===== src/rtl/online_arith_pkg.sv =====
// Shared radix arithmetic helpers and FSM state type for the online
// (MSD-first) signed-digit adder.
package online_arith_pkg;

  typedef enum logic [1:0] {
    ST_IDLE  = 2'd0,
    ST_RUN   = 2'd1,
    ST_FLUSH = 2'd2
  } state_e;

  function automatic int radix(input int log2r);
    return 1 << log2r;
  endfunction

  function automatic int dig_width(input int log2r);
    return log2r + 1;
  endfunction

  // Maximally redundant digit set {-A..A}, A = r-1.
  function automatic int dig_bound(input int log2r);
    return radix(log2r) - 1;
  endfunction

  function automatic logic digit_in_range(input int d, input int log2r);
    return (d >= -dig_bound(log2r)) && (d <= dig_bound(log2r));
  endfunction

endpackage


===== src/rtl/online_tw.sv =====
// Transfer/interim digit split of one digit-pair sum: p = x + y = t*r + w.
module online_tw
  import online_arith_pkg::*;
#(
  parameter int LOG2R = 2
) (
  input  logic signed [LOG2R:0] xi,
  input  logic signed [LOG2R:0] yi,
  output logic signed [1:0]     t,
  output logic signed [LOG2R:0] w
);

  localparam int DW = dig_width(LOG2R);
  localparam logic signed [DW:0] R_P = (DW+1)'(radix(LOG2R));
  localparam logic signed [DW:0] A_P = (DW+1)'(dig_bound(LOG2R));

  logic signed [DW:0] p;

  // One guard bit keeps the pair sum exact, including the -r error digit.
  assign p = {xi[DW-1], xi} + {yi[DW-1], yi};

  always_comb begin
    t = 2'sb00;
    w = DW'(p);
    if (p >= A_P) begin
      t = 2'sb01;
      w = DW'(p - R_P);
    end else if (p <= -A_P) begin
      t = 2'sb11;
      w = DW'(p + R_P);
    end
  end

endmodule


===== src/rtl/online_adder_stream.sv =====
// Streaming online adder: MSD-first digit pairs in, NDIG+1 result digits out
// with online delay 1, single-entry output register with valid/ready.
//
//   state    | meaning
//   ST_IDLE  | waiting for the first digit pair of a frame
//   ST_RUN   | mid-frame, each accept emits w_(j-1) + t_j
//   ST_FLUSH | last pair taken, emit the held w as the final digit
module online_adder_stream
  import online_arith_pkg::*;
#(
  parameter int LOG2R  = 2,
  parameter int MAXDIG = 16
) (
  input  logic                 clk,
  input  logic                 reset_n,
  input  logic                 in_valid,
  output logic                 in_ready,
  input  logic                 in_last,
  input  logic signed [LOG2R:0] xi,
  input  logic signed [LOG2R:0] yi,
  output logic                 out_valid,
  input  logic                 out_ready,
  output logic                 out_last,
  output logic signed [LOG2R:0] zi,
  output logic                 dig_err,
  output logic                 len_err
);

  localparam int DW = dig_width(LOG2R);
  localparam int CW = $clog2(MAXDIG + 1);
  localparam logic [CW-1:0] CNT_MAX = CW'(MAXDIG);

  state_e                state_q, state_d;
  logic signed [DW-1:0]  zi_q, zi_d;
  logic signed [DW-1:0]  w_q, w_d;
  logic                  out_valid_q, out_valid_d;
  logic                  out_last_q, out_last_d;
  logic [CW-1:0]         cnt_q, cnt_d;
  logic                  dig_err_q, dig_err_d;
  logic                  len_err_q, len_err_d;

  logic signed [1:0]     t_cur;
  logic signed [DW-1:0]  w_cur;
  logic                  slot_free;
  logic                  accept;
  logic                  pair_bad;

  online_tw #(.LOG2R(LOG2R)) u_tw (
    .xi (xi),
    .yi (yi),
    .t  (t_cur),
    .w  (w_cur)
  );

  assign slot_free = !out_valid_q || out_ready;
  // Gated by reset_n so the block never advertises readiness while held in reset.
  assign in_ready  = reset_n && (state_q != ST_FLUSH) && slot_free;
  assign accept    = in_valid && in_ready;
  assign pair_bad  = !digit_in_range(int'(xi), LOG2R) || !digit_in_range(int'(yi), LOG2R);

  always_comb begin
    state_d     = state_q;
    zi_d        = zi_q;
    w_d         = w_q;
    out_valid_d = out_valid_q;
    out_last_d  = out_last_q;
    cnt_d       = cnt_q;
    dig_err_d   = dig_err_q;
    len_err_d   = len_err_q;

    if (out_valid_q && out_ready) begin
      out_valid_d = 1'b0;
      out_last_d  = 1'b0;
    end

    case (state_q)
      ST_IDLE: begin
        if (accept) begin
          zi_d        = DW'(t_cur);
          out_valid_d = 1'b1;
          out_last_d  = 1'b0;
          w_d         = w_cur;
          cnt_d       = CW'(1);
          dig_err_d   = pair_bad;
          len_err_d   = 1'b0;
          state_d     = in_last ? ST_FLUSH : ST_RUN;
        end
      end
      ST_RUN: begin
        if (accept) begin
          zi_d        = w_q + DW'(t_cur);
          out_valid_d = 1'b1;
          out_last_d  = 1'b0;
          w_d         = w_cur;
          dig_err_d   = dig_err_q | pair_bad;
          if (cnt_q == CNT_MAX) begin
            len_err_d = 1'b1;
          end else begin
            cnt_d = cnt_q + CW'(1);
          end
          if (in_last) begin
            state_d = ST_FLUSH;
          end
        end
      end
      ST_FLUSH: begin
        if (slot_free) begin
          zi_d        = w_q;
          out_valid_d = 1'b1;
          out_last_d  = 1'b1;
          state_d     = ST_IDLE;
        end
      end
      default: state_d = ST_IDLE;
    endcase
  end

  always_ff @(posedge clk or negedge reset_n) begin
    if (!reset_n) begin
      state_q     <= ST_IDLE;
      zi_q        <= '0;
      w_q         <= '0;
      out_valid_q <= 1'b0;
      out_last_q  <= 1'b0;
      cnt_q       <= '0;
      dig_err_q   <= 1'b0;
      len_err_q   <= 1'b0;
    end else begin
      state_q     <= state_d;
      zi_q        <= zi_d;
      w_q         <= w_d;
      out_valid_q <= out_valid_d;
      out_last_q  <= out_last_d;
      cnt_q       <= cnt_d;
      dig_err_q   <= dig_err_d;
      len_err_q   <= len_err_d;
    end
  end

  assign zi        = zi_q;
  assign out_valid = out_valid_q;
  assign out_last  = out_last_q;
  assign dig_err   = dig_err_q;
  assign len_err   = len_err_q;

endmodule

===== config.mk =====
export PLATFORM = sky130hd
export DESIGN_NAME = online_adder_stream
export DESIGN_NICKNAME = d
export VERILOG_FILES = /design/src/rtl/online_arith_pkg.sv /design/src/rtl/online_tw.sv /design/src/rtl/online_adder_stream.sv
export SDC_FILE = /design/constraint.sdc
export NUM_CORES = 1
export LEC_CHECK = 0
export ABC_AREA = 1
export CAP_MARGIN = 20
export CORE_MARGIN = 4
export CORE_UTILIZATION = 34
export CTS_CLUSTER_DIAMETER = 200
export DETAILED_ROUTE_END_ITERATION = 12
export HOLD_SLACK_MARGIN = 0.12
export PLACE_DENSITY = 0.62
export SYNTH_ARGS = -nofsm -noshare
export SYNTH_HDL_FRONTEND = slang
export SYNTH_HIERARCHICAL = 1
export SYNTH_SLANG_ARGS = --single-unit

===== constraint.sdc =====
create_clock -name clk -period 2.3 [get_ports clk]
set_input_delay 0.345 -clock clk [delete_from_list [all_inputs] [get_ports clk]]
set_output_delay 0.345 -clock clk [all_outputs]
set_load 0.05 [all_outputs]

[After elaboration in Yosys (flattened, before gate mapping)]
Index checks and enable logic that the tools add are counted.
Word-level totals
  bits in registers: 17
  input port bits: 11
  output and inout bits: 8
  logic and storage cells: 84
Cells by class
  add/subtract/negate cells: 5
  magnitude comparators: 6
  eq/ne operators: 10
  muxes and demuxes: 33
  bitwise logic cells: 1
  reduce and logical (&&, ||, !) cells: 21
Operator list (count)
  AND reduction 4 bit: 4
  two-way mux 3 bit: 5
  two-way mux 5 bit: 3
  two-way mux 2 bit: 7
  inequality test 2 bit (second input constant): 7
  two-way mux 1 bit: 11
  case mux 5 bit (2 select lines): 1
  case mux 3 bit (3 select lines): 1
  case mux 1 bit (2 select lines): 4
  greater-or-equal comparator 3 bit (second input constant): 2
  <= comparator 3 bit (second input constant): 2
  logical AND 1 bit: 6
  case mux 2 bit (3 select lines): 1
  adder 5 x 1 -> 5 bit (second input constant): 1
  equality test 5 bit (second input constant): 1
  adder 3 x 3 -> 4 bit: 1
  greater-or-equal comparator 4 x 3 -> 1 bit (second input constant): 1
  <= comparator 4 x 3 -> 1 bit (second input constant): 1
  adder 3 x 2 -> 3 bit: 1
  adder 3 bit (second input constant): 1
  logical NOT 1 bit: 3
  AND reduction 3 bit: 1
  nonzero test 3 bit: 1
  subtractor 3 bit (second input constant): 1
  other kinds (8): 9

[Depth between registers and ports, before layout]
Gate-level depths: netlist (run 1).
  depth in word-level cells: 7
  gate-level depth with buffers: 18
  gate-level depth less buffers: 18

[Modules after synthesis]
Netlist (run 1), hierarchy kept.
By module, submodules not included
  online_adder_stream: times used 1, cells an instance 153, area an instance 1208.7 um2, seq. area each 425.4 um2
  online_tw: times used 1, cells an instance 29, area an instance 163.9 um2, seq. area each 0.0 um2

[Worst setup path after synthesis (run 1)]
OpenSTA, ideal clock, no wires.
  path type: input-to-reg
  from: input port xi[0]
  to: register zi_q[1] (netlist: zi[1])
  setup time: 122 ps
  arrival time: 2219 ps
  required time: 2178 ps
  setup slack: -42 ps
  stages on the path: 14
  buffers on the path: 0
  cells stage by stage: ha_1 inv_1 fa_1 inv_1 nand2_1 nand2_1 nand3_1 nand2_1 ha_1 inv_1 fa_1 o22ai_1 a21oi_1 o21ai_1
On the way
  word-level cells in the longest chain between the ends: 7
  elaborated cells on any way between the ends: 9
  classes of those cells: add/sub: 2; order compare: 2; mux: 5
Ends and longest elaborated chain
  from (decl): RTL line online_adder_stream.sv:19  | input logic signed [LOG2R:0] xi,
  adder 3 x 3 -> 4 bit *: RTL line online_tw.sv:20  | assign p = {xi[DW-1], xi} + {yi[DW-1], yi};
  <= comparator 4 x 3 -> 1 bit: RTL line online_tw.sv:28  | end else if (p <= -A_P) begin
  two-way mux 2 bit: RTL line online_tw.sv:28
  two-way mux 2 bit *: RTL line online_tw.sv:25  | if (p >= A_P) begin
  via t_cur[0]: RTL line online_adder_stream.sv:42  | logic signed [1:0] t_cur;
  adder 3 x 2 -> 3 bit *: RTL line online_adder_stream.sv:91  | zi_d = w_q + DW'(t_cur);
  two-way mux 3 bit *: RTL line online_adder_stream.sv:90  | if (accept) begin
  case mux 3 bit (3 select lines) *: RTL line online_adder_stream.sv:76  | case (state_q)
  to (signal assigned): RTL line online_adder_stream.sv:130  | zi_q <= zi_d;
  to (decl): RTL line online_adder_stream.sv:34  | logic signed [DW-1:0] zi_q, zi_d;
Mark *: on every way through the listed nets, which the timed path passes. The rest lies on a longest branch. The select of a mux whose other input is x is not followed.
A chain may end at the register's enable or synchronous reset.

[Worst setup path after layout (run 1)]
Ends and elaborated chain as after synthesis.

==> results.py, run 1 <==
metrics = {
    "placed_design": {
        "io_buffers": 18,
        "gp_congestion": 0.7817,
        "hpwlAfterDp_mm": 2.272,
        "dp_worst_setup_slack_ps": -697.1,
    },
    "sta": {
        "period_minus_slack_ps": 2266,
        "rsz0062_at_grt": "true",
        "tightest_slew_ps": 497.2,
        "drv_slew": 0,
        "fin_ws_ps": 33.93,
        "hold_viol_final": 0,
        "fin_skew_ps": 2.767,
        "fmax_ghz": 0.4413,
        "slew_headroom_pct": 66.75,
        "setup_viol": 0,
        "post-route-period-util_pct": 98.52,
    },
    "logic_synthesis": {
        "syn-instance-count": 182,
        "synthAdderAreaFrac_pct": 13.86,
        "synth-simple-area-share_pct": 30.26,
        "ys_top_cells_by_area": "dfrtp_1, nand2_1, ha_1",
        "synth.mux.area_fraction_pct": 0,
        "avgSynthCellArea_um2": 7.542,
        "synth_top_family_by_area": "simple AND/OR/NAND/NOR gates",
        "synth-xor-area-share_pct": 1.914,
        "synth-compound-area-share_pct": 11.94,
        "async_flop_share_pct": 100.0,
        "synth.top_cell.area_share_pct": 30.99,
        "syn_area_um2": 1373,
        "yosysWarnings": 6,
        "ys_ff_latch": 17,
        "ys_types": 30,
        "yosysSeqAreaShare_pct": 30.99,
        "dominantRegCellSynth": "dfrtp_1",
        "yosysTopAreaCell": "dfrtp_1",
        "synth.net_count": 207,
        "synth_edf_count": 0,
    },
    "clock_network": {
        "cts_max_level": 1,
        "clk_latency_ps": 250,
        "cts_buffers": 3,
        "root_buffer": "clkbuf_8",
        "cts.sinks": 17,
        "cts_tree": "built",
        "postCtsHoldBufs": 0,
        "clkTransAtPathRegs_ps": 70,
        "clk_path_buf_depth": 2,
    },
    "global_route": {
        "grt_pass1_vias": 1153,
        "gr-usage-all-layers_pct": 12.16,
        "grt_antenna_before_repair": 0,
        "grt_pass1_wl_mm": 5.092,
        "grt_max_degree": 18,
        "grt_remaining_overflow": 0,
    },
    "floorplanning": {
        "coreArea_um2": 3771,
        "die_h_um": 71.54,
        "die-area_um2": 5117,
        "initial_core_util_pct": 36.40,
        "dieWidth_um": 71.54,
        "rows": 22,
        "ios": 19,
    },
    "detailed_routing": {
        "viasPerCell": 4.618,
        "dr.pass1.iters": 4,
        "dr.first_iter.drc_count": 59,
        "wl_per_cell_um": 10.63,
        "vias": 1233,
        "drcViolationCount": 0,
        "ant_nets": 0,
        "drt-total-wl_mm": 2.838,
    },
    "worst_setup_path": {
        "crit_type": "in2reg",
        "crit_fanout": 3,
        "cp-start-kind": "primary input",
        "required_ps": 2440,
        "crit_arrival_ps": 2410,
        "slowest_delay_ps": 520,
        "crit_slowest_cell": "fa_2",
        "end_kind": "flip-flop",
        "path_cells": "buf_8 -> ha_4 -> inv_2 -> fa_2 -> inv_2 -> nand2_2 -> nand2_2 -> nand3_2 -> nand2_2 -> ha_4 -> inv_2 -> fa_2 -> o22ai_2 -> a21oi_1 -> o21ai_1",
    },
    "finish": {
        "layout.nets": 245,
        "syn2layout_area_growth_pct": 35.00,
        "final_common_cell": "nand2_1",
        "final_cell_mix": "nand2_1, inv_1, dfrtp_1",
        "num_antenna_cells": 0,
        "drive_above_1_share_pct": 27.40,
        "fin_util_pct": 49.14,
    },
    "pwr": {
        "power_density_nw_per_um2": 1110,
        "p_leak_uw": 0.0009287,
        "vdd_drop_max_mv": 0.3284,
        "p_total_uw": 2057,
    },
    "status": {
        "outcome": "completed",
    },
    "min_path": {
        "hold_class": "in2reg",
    },
    "run": {
        "maxCapViolations": 0,
    },
}
[registers in the layout, indices dropped and copies added (netlist names)]
register / count
zi: 3
len_err: 1
w_q: 3
out_last: 1
cnt_q: 5
out_valid: 1
state_q: 2
dig_err: 1
[critical path: cells and delay by family]
kind	cells	cell delay, ps
AO/OA/AOI/OAI	3	300
adder cells (fa/ha/maj)	4	1230
AND/OR/NAND/NOR	4	280
buffers and inverters	4	270
[logic make-up (layout without fill, tap and decap cells)]
kind of cell               count (synthesis)  count (layout)
AOI/OAI and AO/OA                         27              27
xor gates and xnor gates                   3               3
adders and majority gates                 14              14
buffers and inverters                     37              74
and+or+nand+nor                           84              84
DFF                                       17              17
[metal layers]
metal | wire length (µm) | global-route usage [%] | vias up | share of wire [%]
met1 | 1340 | 16.31 | 567 | 47
met4 | 43 | 3.758 | 0 | 1.5
li1 | - | - | 647 | -
met5 | 0 | 0 | - | 0
met3 | 75 | 2.525 | 5 | 2.6
met2 | 1379 | 19.59 | 14 | 49
[synth_stat cells, types with 2 or more instances]
cell type,instances
nand2_2,3
fa_1,2
nand2_1,49
inv_1,35
nand3_1,11
a21oi_1,5
dfrtp_1,17
nor3_1,2
o21ai_1,3
o21ai_0,9
o21ai_2,4
nand3_4,2
o211ai_1,2
nor2_1,9
xor2_1,3
ha_1,12
[final timing paths]
path	start	endpoint	slack [ps]	cells past startpoint
max	xi[0]	zi[1]$_DFFE_PN0P_	30	15
min reg2reg	zi[0]$_DFFE_PN0P_	zi[0]$_DFFE_PN0P_	500	2
min	yi[0]	w_q[0]$_DFFE_PN0P_	440	4
max reg2reg	state_q[0]$_DFFE_PN0P_	cnt_q[1]$_DFFE_PN0P_	650	9
min in group asynchronous	reset_n	cnt_q[3]$_DFFE_PN0P_	460	2
max in group asynchronous	reset_n	w_q[1]$_DFFE_PN0P_	1650	2
[cell type report]
class	instances	area, µm²
Clock inverter	1	5.005
Fill cell	367	1918
Clock buffer	3	41.29
Multi-Input combinational cell	128	867.1
Tap cell	48	60.06
Sequential cell	17	425.4
Timing Repair Buffer	34	314.1
Inverter	36	140.1
[where the power goes]
group | internal [µW] | total, µW | switching, µW | leakage, µW
logic | 496 | 1320 | 829 | 0.000687
clock network | 120 | 229 | 108 | 0.0000255
registers | 418 | 503 | 84.9 | 0.000216
[metrics by stage]
| step | setup TNS [ps] | cell area (µm²) | instances | hold slack, ps |
|---|---|---|---|---|
| final | 0 | 1853 | 267 | 436.2 |
| after global routing | -67.42 | 1853 | 267 | 455.2 |
| after CTS | 0 | 1800 | 265 | 440.3 |
| after detailed placement | -1770 | 1719 | 259 | 489.7 |
| after global placement | -1654 | 1719 | 259 | 478.3 |
| after floorplan | -12.94 | 1390 | 182 | 49.41 |
[what timing repair did]
item	in CTS	in global routing
setup buffers	2	2
pin swaps	9	11
endpoints found under the setup margin	3	2
resized for setup	20	14
Power figures use the tool's default switching activity.
==> inputs of run 2 (changes only) <==
--- a/config.mk
+++ b/config.mk
@@ -7,6 +7,7 @@
 export LEC_CHECK = 0
 export ABC_AREA = 1
 export CAP_MARGIN = 20
+export CORE_ASPECT_RATIO = 1.2
 export CORE_MARGIN = 4
 export CORE_UTILIZATION = 34
 export CTS_CLUSTER_DIAMETER = 200
==> run 2 against run 1 <==
Critical path depth did not move. Non-clock buffer count rose by 6. Core utilization rose by 0.079 points. Design area rose by 3.8%. The flow now finishes with violations (setup timing). Cell count rose by 4.5%. Routed wire length rose by 6.0%. Critical path type unchanged.
==> results.py, run 2 (synthesis gave the netlist of run 1 again) <==
metrics = {
    "status": {
        "outcome": "finished, violations left",
        "violations": "setup timing",
    },
    "detailed_routing": {
        "dr.first_iter.drc_count": 60,
        "drt-total-wl_mm": 3.008,
        "wl_per_cell_um": 10.78,
        "dr.pass1.iters": 4,
        "drcViolationCount": 0,
        "ant_nets": 0,
        "viasPerCell": 4.530,
        "vias": 1264,
    },
    "sta": {
        "fin_ws_ps": -15.44,
        "drv_slew": 0,
        "slew_headroom_pct": 66.74,
        "rsz0062_at_grt": "true",
        "fin_skew_ps": 2.603,
        "setup_viol": 1,
        "period_minus_slack_ps": 2315,
        "post-route-period-util_pct": 100.7,
        "tightest_slew_ps": 497.3,
        "hold_viol_final": 0,
        "fmax_ghz": 0.4319,
        "whs_ps": 431.3,
    },
    "finish": {
        "largest_reg_flops": 5,
        "largest_register": "cnt_q",
        "drive_above_1_share_pct": 31.56,
        "final_common_cell": "nand2_1",
        "syn2layout_area_growth_pct": 40.20,
        "ff_latch_area_um2": 425.4,
        "fin_util_pct": 49.22,
        "fill_cells": 389,
        "layout.nets": 251,
        "multi_input_area_um2": 885.9,
        "num_antenna_cells": 0,
        "final_cell_mix": "nand2_1, inv_1, buf_4",
    },
    "global_route": {
        "grt_antenna_before_repair": 0,
        "grt_max_degree": 18,
        "grt_pass1_vias": 1280,
        "gr-usage-all-layers_pct": 12.95,
        "grt_remaining_overflow": 0,
        "grt_pass1_wl_mm": 5.361,
    },
    "floorplanning": {
        "die-area_um2": 5122,
        "die_h_um": 77.60,
        "ios": 19,
        "dieWidth_um": 66,
        "initial_core_util_pct": 35.10,
        "coreArea_um2": 3910,
        "rows": 25,
    },
    "clock_network": {
        "cts.sinks": 17,
        "cts_tree": "built",
        "clk_latency_ps": 260,
        "cts_buffers": 3,
        "cts_max_level": 1,
        "clk_path_buf_depth": 2,
        "root_buffer": "clkbuf_8",
        "clkTransAtPathRegs_ps": 70,
        "postCtsHoldBufs": 0,
    },
    "worst_setup_path": {
        "crit_slowest_cell": "fa_2",
        "cp-start-kind": "primary input",
        "crit_arrival_ps": 2460,
        "path_cells": "buf_8 -> ha_4 -> inv_4 -> fa_2 -> inv_2 -> nand2_2 -> nand2_1 -> nand3_1 -> nand2_2 -> ha_4 -> inv_2 -> fa_2 -> o22ai_2 -> a21oi_1 -> o21ai_1",
        "critical_path_buf_inv_count": 4,
        "required_ps": 2450,
        "end_kind": "flip-flop",
        "crit_type": "in2reg",
        "crit_fanout": 3,
        "cp_top_family": "adder cells",
        "slowest_delay_ps": 540,
    },
    "placed_design": {
        "hpwlAfterDp_mm": 2.253,
        "io_buffers": 18,
        "gp_congestion": 0.7448,
        "dp_worst_setup_slack_ps": -695.5,
    },
    "min_path": {
        "hold_class": "in2reg",
    },
    "run": {
        "maxCapViolations": 0,
    },
    "pwr": {
        "vdd_drop_max_mv": 0.2848,
        "p_leak_uw": 0.0009599,
        "power_density_nw_per_um2": 1116,
    },
}
==> run 2: cell count changes in the layout (fill, tap and decap cells not counted), sizes merged <==
cell,previous run,this run
clkinvlp,0,1
clkinv,2,1
clkbuf,3,4
clkdlybuf4s15,2,1
buf,19,25
==> run 2: worst paths after layout <==
check	start	to	slack [ps]	cells after the start
max	yi[0]	zi[1]$_DFFE_PN0P_	-20	15
min	xi[0]	w_q[0]$_DFFE_PN0P_	430	4
max reg2reg	state_q[0]$_DFFE_PN0P_	cnt_q[1]$_DFFE_PN0P_	620	9
min reg2reg	dig_err$_DFFE_PN0P_	dig_err$_DFFE_PN0P_	490	2
max in group asynchronous	reset_n	w_q[2]$_DFFE_PN0P_	1670	2
min in group asynchronous	reset_n	out_valid$_DFF_PN0_	440	2
==> run 2: layout make-up <==
type / instances / share of cell area [%]
multi-input cells: 128 / 46.03
flip-flops and latches: 17 / 22.11
clock inverters: 1 / 0.3901
inverters: 36 / 7.412
clock buffers: 3 / 2.146
well taps: 54 / 3.511
repair buffers: 40 / 18.40
==> run 2: worst min-delay path: stages <==
cell and delay (ps):
buf_6 80, ha_4 130, nand2_1 50, nand2_1 50
==> run 2: report_power, final <==
part           internal [µW]  switching, µW
Clock                    122            111
Sequential               418           85.6
Combinational            542            868
Total                   1080           1060
==> run 2: metrics by stage <==
stage | setup TNS, ps | cell area [µm²] | std cells | total power (µW)
2_1_floorplan | -12.94 | 1390 | 182 | 1450
3_3_place_gp | -1508 | 1727 | 265 | 1775
3_5_place_dp | -1692 | 1727 | 265 | 1790
4_1_cts | 0 | 1843 | 277 | 2065
5_1_grt | -191.4 | 1924 | 279 | 2344
6_report | -15.44 | 1924 | 279 | 2147
==> run 2: timing repair <==
item	in CTS	in global routing
gates resized for setup	17	25
endpoints found under the hold margin	0	0
pin swaps	4	14
setup endpoints to repair	3	3
buffers inserted	8	2
==> run 2: per-layer routing <==
metal / routed length (µm) / vias to the layer above / share of wire (%) / global-route usage (%)
met5: 0 / - / 0 / 0
met2: 1673 / 16 / 56 / 23.37
met1: 1202 / 578 / 40 / 15.18
li1: - / 663 / - / -
met3: 71 / 7 / 2.4 / 1.447
met4: 61 / 0 / 2.0 / 5.285
==> inputs of run 3 (changes only) <==
--- a/config.mk
+++ b/config.mk
@@ -14,6 +14,8 @@
 export DETAILED_ROUTE_END_ITERATION = 12
 export HOLD_SLACK_MARGIN = 0.12
 export PLACE_DENSITY = 0.62
+export REMOVE_ABC_BUFFERS = 1
+export SLEW_MARGIN = 15
 export SYNTH_ARGS = -nofsm -noshare
 export SYNTH_HDL_FRONTEND = slang
 export SYNTH_HIERARCHICAL = 1
==> run 3 against run 2 <==
Routed wire length down 0.80%. Global-route usage shrank 0.32 points. Non-clock buffer count increased by 1. The flow now finishes without violations. Design area down 0.59%. Total power shrank 2.3%. Cell count rose by 0.36%. Clock power hardly changed. Setup slack improved by 37 ps. Sequential power about the same. Register-to-register slack barely moved. Sequential share of layout area is 0.13 points higher.
==> results.py, run 3 (synthesis gave the netlist of run 1 again) <==
metrics = {
    "finish": {
        "drive_above_1_share_pct": 30.09,
        "largest_register": "cnt_q",
        "largest_reg_flops": 5,
        "stdcell_area_um2": 1913,
        "fin_util_pct": 48.93,
        "num_antenna_cells": 0,
        "fill_cells": 387,
        "syn2layout_area_growth_pct": 39.38,
        "final_common_cell": "nand2_1",
        "final_cell_mix": "nand2_1, inv_1, buf_4",
        "layout.nets": 252,
    },
    "detailed_routing": {
        "wl_per_cell_um": 10.66,
        "drt-total-wl_mm": 2.984,
        "ant_nets": 0,
        "dr.pass1.iters": 4,
        "drcViolationCount": 0,
        "viasPerCell": 4.507,
        "vias": 1262,
        "dr.first_iter.drc_count": 32,
    },
    "worst_setup_path": {
        "crit_type": "in2reg",
        "crit_fanout": 3,
        "end_kind": "flip-flop",
        "cp-start-kind": "primary input",
        "required_ps": 2450,
        "crit_arrival_ps": 2430,
    },
    "sta": {
        "drv_slew": 0,
        "slew_headroom_pct": 66.63,
        "post-route-period-util_pct": 99.08,
        "fin_skew_ps": 1.845,
        "setup_viol": 0,
        "rsz0062_at_grt": "true",
        "hold_viol_final": 0,
        "fmax_ghz": 0.4388,
        "tightest_slew_ps": 499.0,
        "tns_ps": 0,
        "period_minus_slack_ps": 2279,
    },
    "min_path": {
        "hold_class": "in2async",
    },
    "floorplanning": {
        "initial_core_util_pct": 35.10,
        "coreArea_um2": 3910,
        "die-area_um2": 5122,
        "rows": 25,
        "die_h_um": 77.60,
        "dieWidth_um": 66,
        "ios": 19,
    },
    "clock_network": {
        "cts_max_level": 1,
        "cts.sinks": 17,
        "postCtsHoldBufs": 0,
        "clk_path_buf_depth": 2,
        "root_buffer": "clkbuf_8",
        "clk_latency_ps": 260,
        "cts_buffers": 3,
        "cts_tree": "built",
        "clkTransAtPathRegs_ps": 70,
    },
    "global_route": {
        "grt_pass1_vias": 1217,
        "grt_remaining_overflow": 0,
        "gr-usage-all-layers_pct": 12.63,
        "grt_max_degree": 18,
        "grt_pass1_wl_mm": 5.099,
        "grt_antenna_before_repair": 0,
    },
    "run": {
        "maxCapViolations": 0,
    },
    "pwr": {
        "p_leak_uw": 0.0009624,
        "vdd_drop_max_mv": 0.3065,
        "power_density_nw_per_um2": 1096,
    },
    "placed_design": {
        "placed_area_um2": 1709,
        "gp_congestion": 0.7925,
        "hpwlAfterDp_mm": 2.156,
        "io_buffers": 18,
    },
    "status": {
        "outcome": "completed",
    },
}
-- run 3: repair_timing --
action	CTS	global route
pin swaps	10	15
buffers inserted	6	5
resized for setup	25	17
setup endpoints to repair	2	3
-- run 3: worst max-delay path, stage by stage --
cell and delay [ps]:
clkdlybuf4s15_1 190, buf_4 150, ha_1 270, nand2_1 90, nand3_2 120, nand2_2 100, nand2_1 70, nand2_2 110
ha_4 140, inv_2 30, fa_2 520, o22ai_2 80, a21oi_1 140, o21ai_1 70
-- run 3: through the flow --
step	std cells	setup WS (ps)	power [µW]	hold WS (ps)
finish	280	21.16	2097	446.4
floorplan	181	-41.76	1429	49.41
detailed placement	265	-616.0	1776	487.9
global route	280	-85.05	2289	484.9
CTS	275	1.379	2049	460.5
global placement	265	-584.2	1765	474.7
-- run 3: worst paths after layout --
check / from / end / slack, ps / cells after the start
setup / recovery: yi[1] / zi[1]$_DFFE_PN0P_ / 20 / 14
hold / removal: reset_n / out_valid$_DFF_PN0_ / 450 / 2
setup reg to reg: state_q[0]$_DFFE_PN0P_ / cnt_q[1]$_DFFE_PN0P_ / 620 / 9
hold reg to reg: dig_err$_DFFE_PN0P_ / dig_err$_DFFE_PN0P_ / 500 / 2
max in group asynchronous: reset_n / cnt_q[4]$_DFFE_PN0P_ / 1660 / 2
min in group clk: dig_err$_DFFE_PN0P_ / dig_err$_DFFE_PN0P_ / 500 / 2
-- run 3: cell type report --
type | instances | area (µm²) | share of cell area (%)
clock buffers | 3 | 41.29 | 2.158
well taps | 54 | 67.56 | 3.532
multi-input cells | 128 | 873.3 | 45.65
clock inverters | 1 | 7.507 | 0.3924
repair buffers | 41 | 357.8 | 18.71
inverters | 36 | 140.1 | 7.325
flip-flops and latches | 17 | 425.4 | 22.24
-- run 3: metal layers --
layer  wire length, µm  up-vias  track usage, %
li1                  -      665               -
met1              1127      574           13.76
met2              1688       19           23.07
met3               116        4           1.881
met4                53        0           6.301
met5                 0        -               0
-- run 3: power breakdown --
group	internal, µW	total, µW	switching [µW]
Clock	122	232	110
Sequential	418	504	86.0
Combinational	518	1360	842
